--- src/rtl/saturn_pkg.sv ---
// Saturn fetch shared types and sizes.
// Address/nibble widths, prefetch depth, fetch FSM encoding.
package saturn_pkg;

  localparam int AW    = 20;
  localparam int NW    = 4;
  localparam int DEPTH = 4;
  localparam int PW    = 2;
  localparam int CW    = 3;

  typedef logic [AW-1:0] addr_t;
  typedef logic [NW-1:0] nib_t;
  typedef logic [CW-1:0] cnt_t;
  typedef logic [PW-1:0] ptr_t;

  typedef struct packed {
    addr_t addr;
    nib_t  nib;
  } fifo_ent_t;

  typedef enum logic [1:0] {
    ST_IDLE    = 2'd0,
    ST_REQ     = 2'd1,
    ST_DISCARD = 2'd2
  } fetch_st_t;

endpackage

--- src/rtl/saturn_nibble_fifo.sv ---
// Saturn prefetch queue: small ring of {addr, nibble} entries.
// Flush empties it in one edge; head reads zero when empty.
module saturn_nibble_fifo
  import saturn_pkg::*;
(
  input  logic      i_clk,
  input  logic      i_reset,
  input  logic      i_push,
  input  logic      i_pop,
  input  logic      i_flush,
  input  fifo_ent_t i_data,
  output fifo_ent_t o_head,
  output cnt_t      o_count
);

  fifo_ent_t mem [DEPTH];
  ptr_t      rd_q;
  ptr_t      wr_q;
  cnt_t      cnt_q;
  logic      do_push;
  logic      do_pop;

  assign do_pop  = i_pop && (cnt_q != '0);
  assign do_push = i_push &&
                   ((cnt_q != cnt_t'(DEPTH)) || do_pop);

  always_ff @(posedge i_clk or negedge i_reset) begin
    if (!i_reset) begin
      rd_q  <= '0;
      wr_q  <= '0;
      cnt_q <= '0;
      for (int i = 0; i < DEPTH; i++) begin
        mem[i] <= '0;
      end
    end else if (i_flush) begin
      rd_q  <= '0;
      wr_q  <= '0;
      cnt_q <= '0;
    end else begin
      if (do_push) begin
        mem[wr_q] <= i_data;
        wr_q      <= wr_q + ptr_t'(1);
      end
      if (do_pop) begin
        rd_q <= rd_q + ptr_t'(1);
      end
      unique case ({do_push, do_pop})
        2'b10:   cnt_q <= cnt_q + cnt_t'(1);
        2'b01:   cnt_q <= cnt_q - cnt_t'(1);
        default: cnt_q <= cnt_q;
      endcase
    end
  end

  assign o_head  = (cnt_q != '0) ? mem[rd_q] : '0;
  assign o_count = cnt_q;

endmodule

--- src/rtl/saturn_fetch.sv ---
// Saturn nibble fetch unit: bus requester feeding a prefetch
// queue that presents one nibble at a time to the decoder.
module saturn_fetch
  import saturn_pkg::*;
(
  input  logic          i_clk,
  input  logic          i_reset,
  input  logic          i_load_pc,
  input  logic [AW-1:0] i_new_pc,
  input  logic          i_inc_pc,
  output logic          o_bus_req,
  output logic [AW-1:0] o_bus_addr,
  input  logic          i_bus_ack,
  input  logic [NW-1:0] i_bus_data,
  output logic [AW-1:0] o_pc,
  output logic [NW-1:0] o_nibble,
  output logic          o_en_dec,
  output logic          o_stalled
);

  fetch_st_t st_q;
  fetch_st_t st_d;
  addr_t     req_q;
  addr_t     req_d;
  addr_t     rst_q;
  addr_t     rst_d;

  fifo_ent_t head;
  fifo_ent_t wdata;
  cnt_t      cnt;
  cnt_t      cnt_after;
  logic      done;
  logic      push;
  logic      pop;
  logic      space;

  assign o_bus_req  = (st_q != ST_IDLE);
  assign o_bus_addr = req_q;
  assign done       = o_bus_req && i_bus_ack;

  assign o_en_dec   = (cnt != '0);
  assign o_stalled  = !o_en_dec;
  assign o_pc       = head.addr;
  assign o_nibble   = head.nib;

  assign pop  = o_en_dec && i_inc_pc && !i_load_pc;
  assign push = done && (st_q == ST_REQ) && !i_load_pc;

  // Occupancy after this edge; one more fetch may start if it fits.
  assign cnt_after = cnt + cnt_t'(push) - cnt_t'(pop);
  assign space     = (cnt_after < cnt_t'(DEPTH));

  assign wdata.addr = req_q;
  assign wdata.nib  = i_bus_data;

  saturn_nibble_fifo u_fifo (
    .i_clk   (i_clk),
    .i_reset (i_reset),
    .i_push  (push),
    .i_pop   (pop),
    .i_flush (i_load_pc),
    .i_data  (wdata),
    .o_head  (head),
    .o_count (cnt)
  );

  always_ff @(posedge i_clk or negedge i_reset) begin
    if (!i_reset) begin
      st_q  <= ST_IDLE;
      req_q <= '0;
      rst_q <= '0;
    end else begin
      st_q  <= st_d;
      req_q <= req_d;
      rst_q <= rst_d;
    end
  end

  always_comb begin
    st_d  = st_q;
    req_d = req_q;
    rst_d = rst_q;
    unique case (st_q)
      ST_IDLE: begin
        if (i_load_pc) begin
          req_d = i_new_pc;
          st_d  = ST_REQ;
        end else if (space) begin
          st_d = ST_REQ;
        end
      end
      ST_REQ: begin
        unique case (1'b1)
          i_load_pc && !done: begin
            rst_d = i_new_pc;
            st_d  = ST_DISCARD;
          end
          i_load_pc && done: begin
            req_d = i_new_pc;
          end
          !i_load_pc && done: begin
            req_d = req_q + addr_t'(1);
            st_d  = space ? ST_REQ : ST_IDLE;
          end
          default: ;
        endcase
      end
      ST_DISCARD: begin
        // The bus address must hold until the stale read lands.
        if (done) begin
          req_d = i_load_pc ? i_new_pc : rst_q;
          st_d  = ST_REQ;
        end else if (i_load_pc) begin
          rst_d = i_new_pc;
        end
      end
      default: st_d = ST_IDLE;
    endcase
  end

endmodule

--- config.mk ---
export PLATFORM = sky130hd
export DESIGN_NAME = saturn_fetch
export DESIGN_NICKNAME = d
export VERILOG_FILES = /design/src/rtl/saturn_pkg.sv /design/src/rtl/saturn_nibble_fifo.sv /design/src/rtl/saturn_fetch.sv
export SDC_FILE = /design/constraint.sdc
export NUM_CORES = 1
export LEC_CHECK = 0
export ABC_CLOCK_PERIOD_IN_PS = 3850
export CAP_MARGIN = 20
export CELL_PAD_IN_SITES_DETAIL_PLACEMENT = 1
export CELL_PAD_IN_SITES_GLOBAL_PLACEMENT = 1
export CORE_MARGIN = 2
export CORE_UTILIZATION = 35
export CTS_CLUSTER_DIAMETER = 60
export DETAILED_ROUTE_END_ITERATION = 7
export GPL_TIMING_DRIVEN = 0
export HOLD_SLACK_MARGIN = 0.12
export PLACE_DENSITY = 0.62
export RECOVER_POWER = 50
export SYNTH_ARGS = -nofsm -noshare
export SYNTH_HDL_FRONTEND = slang
export SYNTH_SLANG_ARGS = --single-unit
--- constraint.sdc ---
create_clock -name i_clk -period 3.85 [get_ports i_clk]
set_input_delay 0.77 -clock i_clk [delete_from_list [all_inputs] [get_ports i_clk]]
set_output_delay 0.77 -clock i_clk [all_outputs]
set_load 0.03 [all_outputs]
==> flow_metrics.py <==
metrics = {
    "run_status": {
        "status": "finished with violations",
        "violations": "max-capacitance violations, max-slew violations",
    },
    "synth": {
        "yosys_register_bits": 145,
        "netlist_top_cells_area": "dfrtp_1, mux2_4, mux4_2",
        "async_flop_share": 1.000,
        "synth_top_area_frac": 0.4641,
        "synthesis.nets": 640,
        "synth_edf_count": 0,
        "synth.largest_area_cell": "dfrtp_1",
        "synth_area_per_cell_um2": 13.07,
        "yosysWarnings": 0,
        "synth_cell_types": 60,
        "netlist_instances": 598,
        "ys_top_cells_by_count": "dfrtp_1, mux2_4, mux2_2, nor2_1",
        "netlist_area_mm2": 0.007817,
        "synth_flop_cell": "dfrtp_1",
        "seq_area_frac_synth": 0.4641,
        "yosysMostFrequentCell": "dfrtp_1",
    },
    "worst_setup_path": {
        "r2r_start": "st_q[0]",
        "crit_type": "register to output pin",
        "required_ns": 3.08,
        "reg2reg_depth": 7,
        "end_kind": "output pin",
        "startpoint_type": "register",
        "critPathArrivalTime_ns": 2.89,
        "reg2reg_slack_ns": 0.76,
        "critPathMaxFanout": 10,
        "r2r-end": "u_fifo.mem[35]",
    },
    "place": {
        "portBuffers": 75,
        "dp_slack_ns": 0.3460,
        "hpwl_um": 14810,
        "dp.cells": 954,
        "place_congestion": 0.7945,
    },
    "die": {
        "die_area_mm2": 0.02355,
        "rows": 54,
        "io_pins": 76,
        "die_y_um": 153.5,
        "die_x_um": 153.5,
        "core_mm2": 0.02189,
        "initial_core_util": 0.3571,
    },
    "sta": {
        "final.min_clock_period_ns": 3.657,
        "hold_viol": 0,
        "drv_slew": 80,
        "tightest_slew_ns": 2.064,
        "hold_slack_ns": 0.5064,
        "grt_setup_unrepaired": "false",
        "max_freq_mhz": 273.4,
        "fin_tns_setup_ns": 0,
        "setup_ws_ns": 0.1925,
        "skew_ns": 0.01191,
        "relSlewSlack": -0.3759,
        "setup_viol": 0,
        "finalCritPeriodShare": 0.9500,
    },
    "drt": {
        "finalWirelength_um": 21340,
        "dr.first_iter.drc_count": 263,
        "dr.pass1.iters": 4,
        "vias_per_cell": 5.355,
        "vias": 5280,
        "drc": 0,
        "avgRoutedWirePerCell_um": 21.64,
        "ant_nets": 0,
    },
    "cts": {
        "cts.sink_count": 145,
        "cts_buffers": 17,
        "cts-root-buf": "clkbuf_16",
        "clockBufferDepth": 2,
        "hold_buffers": 0,
        "insertion_delay_ns": 0.44,
        "htree_levels": 4,
        "clk_pin_slew_worst_paths_ns": 0.06,
        "cts_tree": "done",
    },
    "min_path": {
        "hold_end": "u_fifo.mem[54]",
        "hold_path.class": "register to register",
        "min_path_cells": 1,
        "hp-start": "u_fifo.mem[54]",
    },
    "layout": {
        "drive_above_1_share": 0.2861,
        "insertedDiodeCount": 0,
        "seqCellArea_mm2": 0.003628,
        "post_layout_nonfiller_instances": 986,
        "final_nets": 735,
        "syn_to_final_growth_pct": 21.09,
        "fillers": 2327,
        "multi_input_area_mm2": 0.003827,
        "utilization": 0.4324,
    },
    "power": {
        "ir_drop_uv": 290.5,
        "p_leak_nw": 4.337,
        "power_density_mw_per_mm2": 811.5,
    },
    "global_route": {
        "grt_pass1_vias": 5989,
        "grt_pass1_wl_um": 34820,
        "antenna_found_initial": 0,
        "grt_usage": 0.1908,
        "overflow": 0,
        "grt_max_degree": 80,
    },
    "run": {
        "maxCapViolCount": 1,
    },
}
==> sequential cells by signal, summed over array words and instances, names as in the netlist <==
signal          cells
u_fifo.mem         96
o_bus_addr         20
rst_q              20
u_fifo.o_count      3
st_q                2
u_fifo.rd_q         2
u_fifo.wr_q         2
==> logic make-up after synthesis <==
group | synth area share
buffers and inverters | 0.03793
adder cells (fa/ha/maj) | 0.02177
XOR/XNOR | 0.01345
flip-flops | 0.4641
multiplexers | 0.2903
AND/OR/NAND/NOR | 0.09379
AO/OA/AOI/OAI | 0.07859
==> worst max-delay path by stage <==
| stage | from | end | slack (ns) | cells past startpoint |
|---|---|---|---|---|
| floorplan | i_load_pc | u_fifo.o_count[2] | 1.30 | 9 |
| global placement | i_reset | o_bus_addr[3] | -3.84 | 1 |
| detailed placement | i_load_pc | u_fifo.o_count[2] | 0.35 | 9 |
| global route | u_fifo.o_count[1] | o_pc[11] | 0.05 | 5 |
| CTS | u_fifo.rd_q[1] | o_pc[9] | 0.06 | 5 |
| finish | u_fifo.o_count[1] | o_pc[11] | 0.19 | 5 |
==> cell type report <==
class                      count  area share
tap                          280     0.03701
buffer                        43     0.02551
timing repair buffer          76     0.07957
multi-input combinational    395      0.4043
clock buffer                  18     0.04533
clock inverter                14     0.01903
sequential                   145      0.3833
inverter                      15    0.005948
==> repair_timing <==
item / CTS / global route
gates resized for setup: 1 / 2
buffers inserted: 0 / 0
pin swaps: 0 / 0
setup endpoints to repair: 7 / 3
==> routing by layer <==
metal / vias up / GRT usage / routed length [µm]
li1: 2387 / - / -
met1: 2763 / 0.2509 / 9886
met2: 100 / 0.3191 / 10440
met3: 30 / 0.03601 / 620
met4: 0 / 0.06160 / 387
met5: - / 0 / 0
==> report_power, final <==
part           internal (W)  leakage [nW]  switching (W)
clock               0.00103         0.285       0.000710
sequential          0.00201          1.89       0.000426
combinational       0.00157          2.16        0.00193
total               0.00461          4.34        0.00307
==> through the flow <==
step / area [µm²] / total power, W
final: 9467 / 0.007682
after global routing: 9467 / 0.008154
after CTS: 9558 / 0.007813
after detailed placement: 8947 / 0.006025
after global placement: 8919 / 0.005894
after floorplan: 7818 / 0.004737
==> critical path, cell delays in order (launching register included) <==
cell and delay, ns:
dfrtp_1 0.48, or3_1 0.15, clkbuf_1 0.38, clkbuf_1 0.48
and2_1 0.27, clkdlybuf4s50_1 0.69
==> cell usage in the layout, fill, tap and decap left out, drive strengths merged, types with 4 or more instances in the layout <==
master and n:
clkbuf 40, inv 19, clkdlybuf4s50 64, o31ai 4, o22ai 6, mux4 24
mux2 118, and2 24, dfrtp 145, xor2 9, o21ai 21, nor2 38
a22oi 6, a21oi 13, ha 12, buf 23, nand3 11, clkinvlp 4
dlygate4sd3 10, or3 5, nor3 7, a221oi 9, a31oi 5, nand4 4
mux2i 10, nand2 22
No activity file was read; power rests on OpenSTA's default activity.
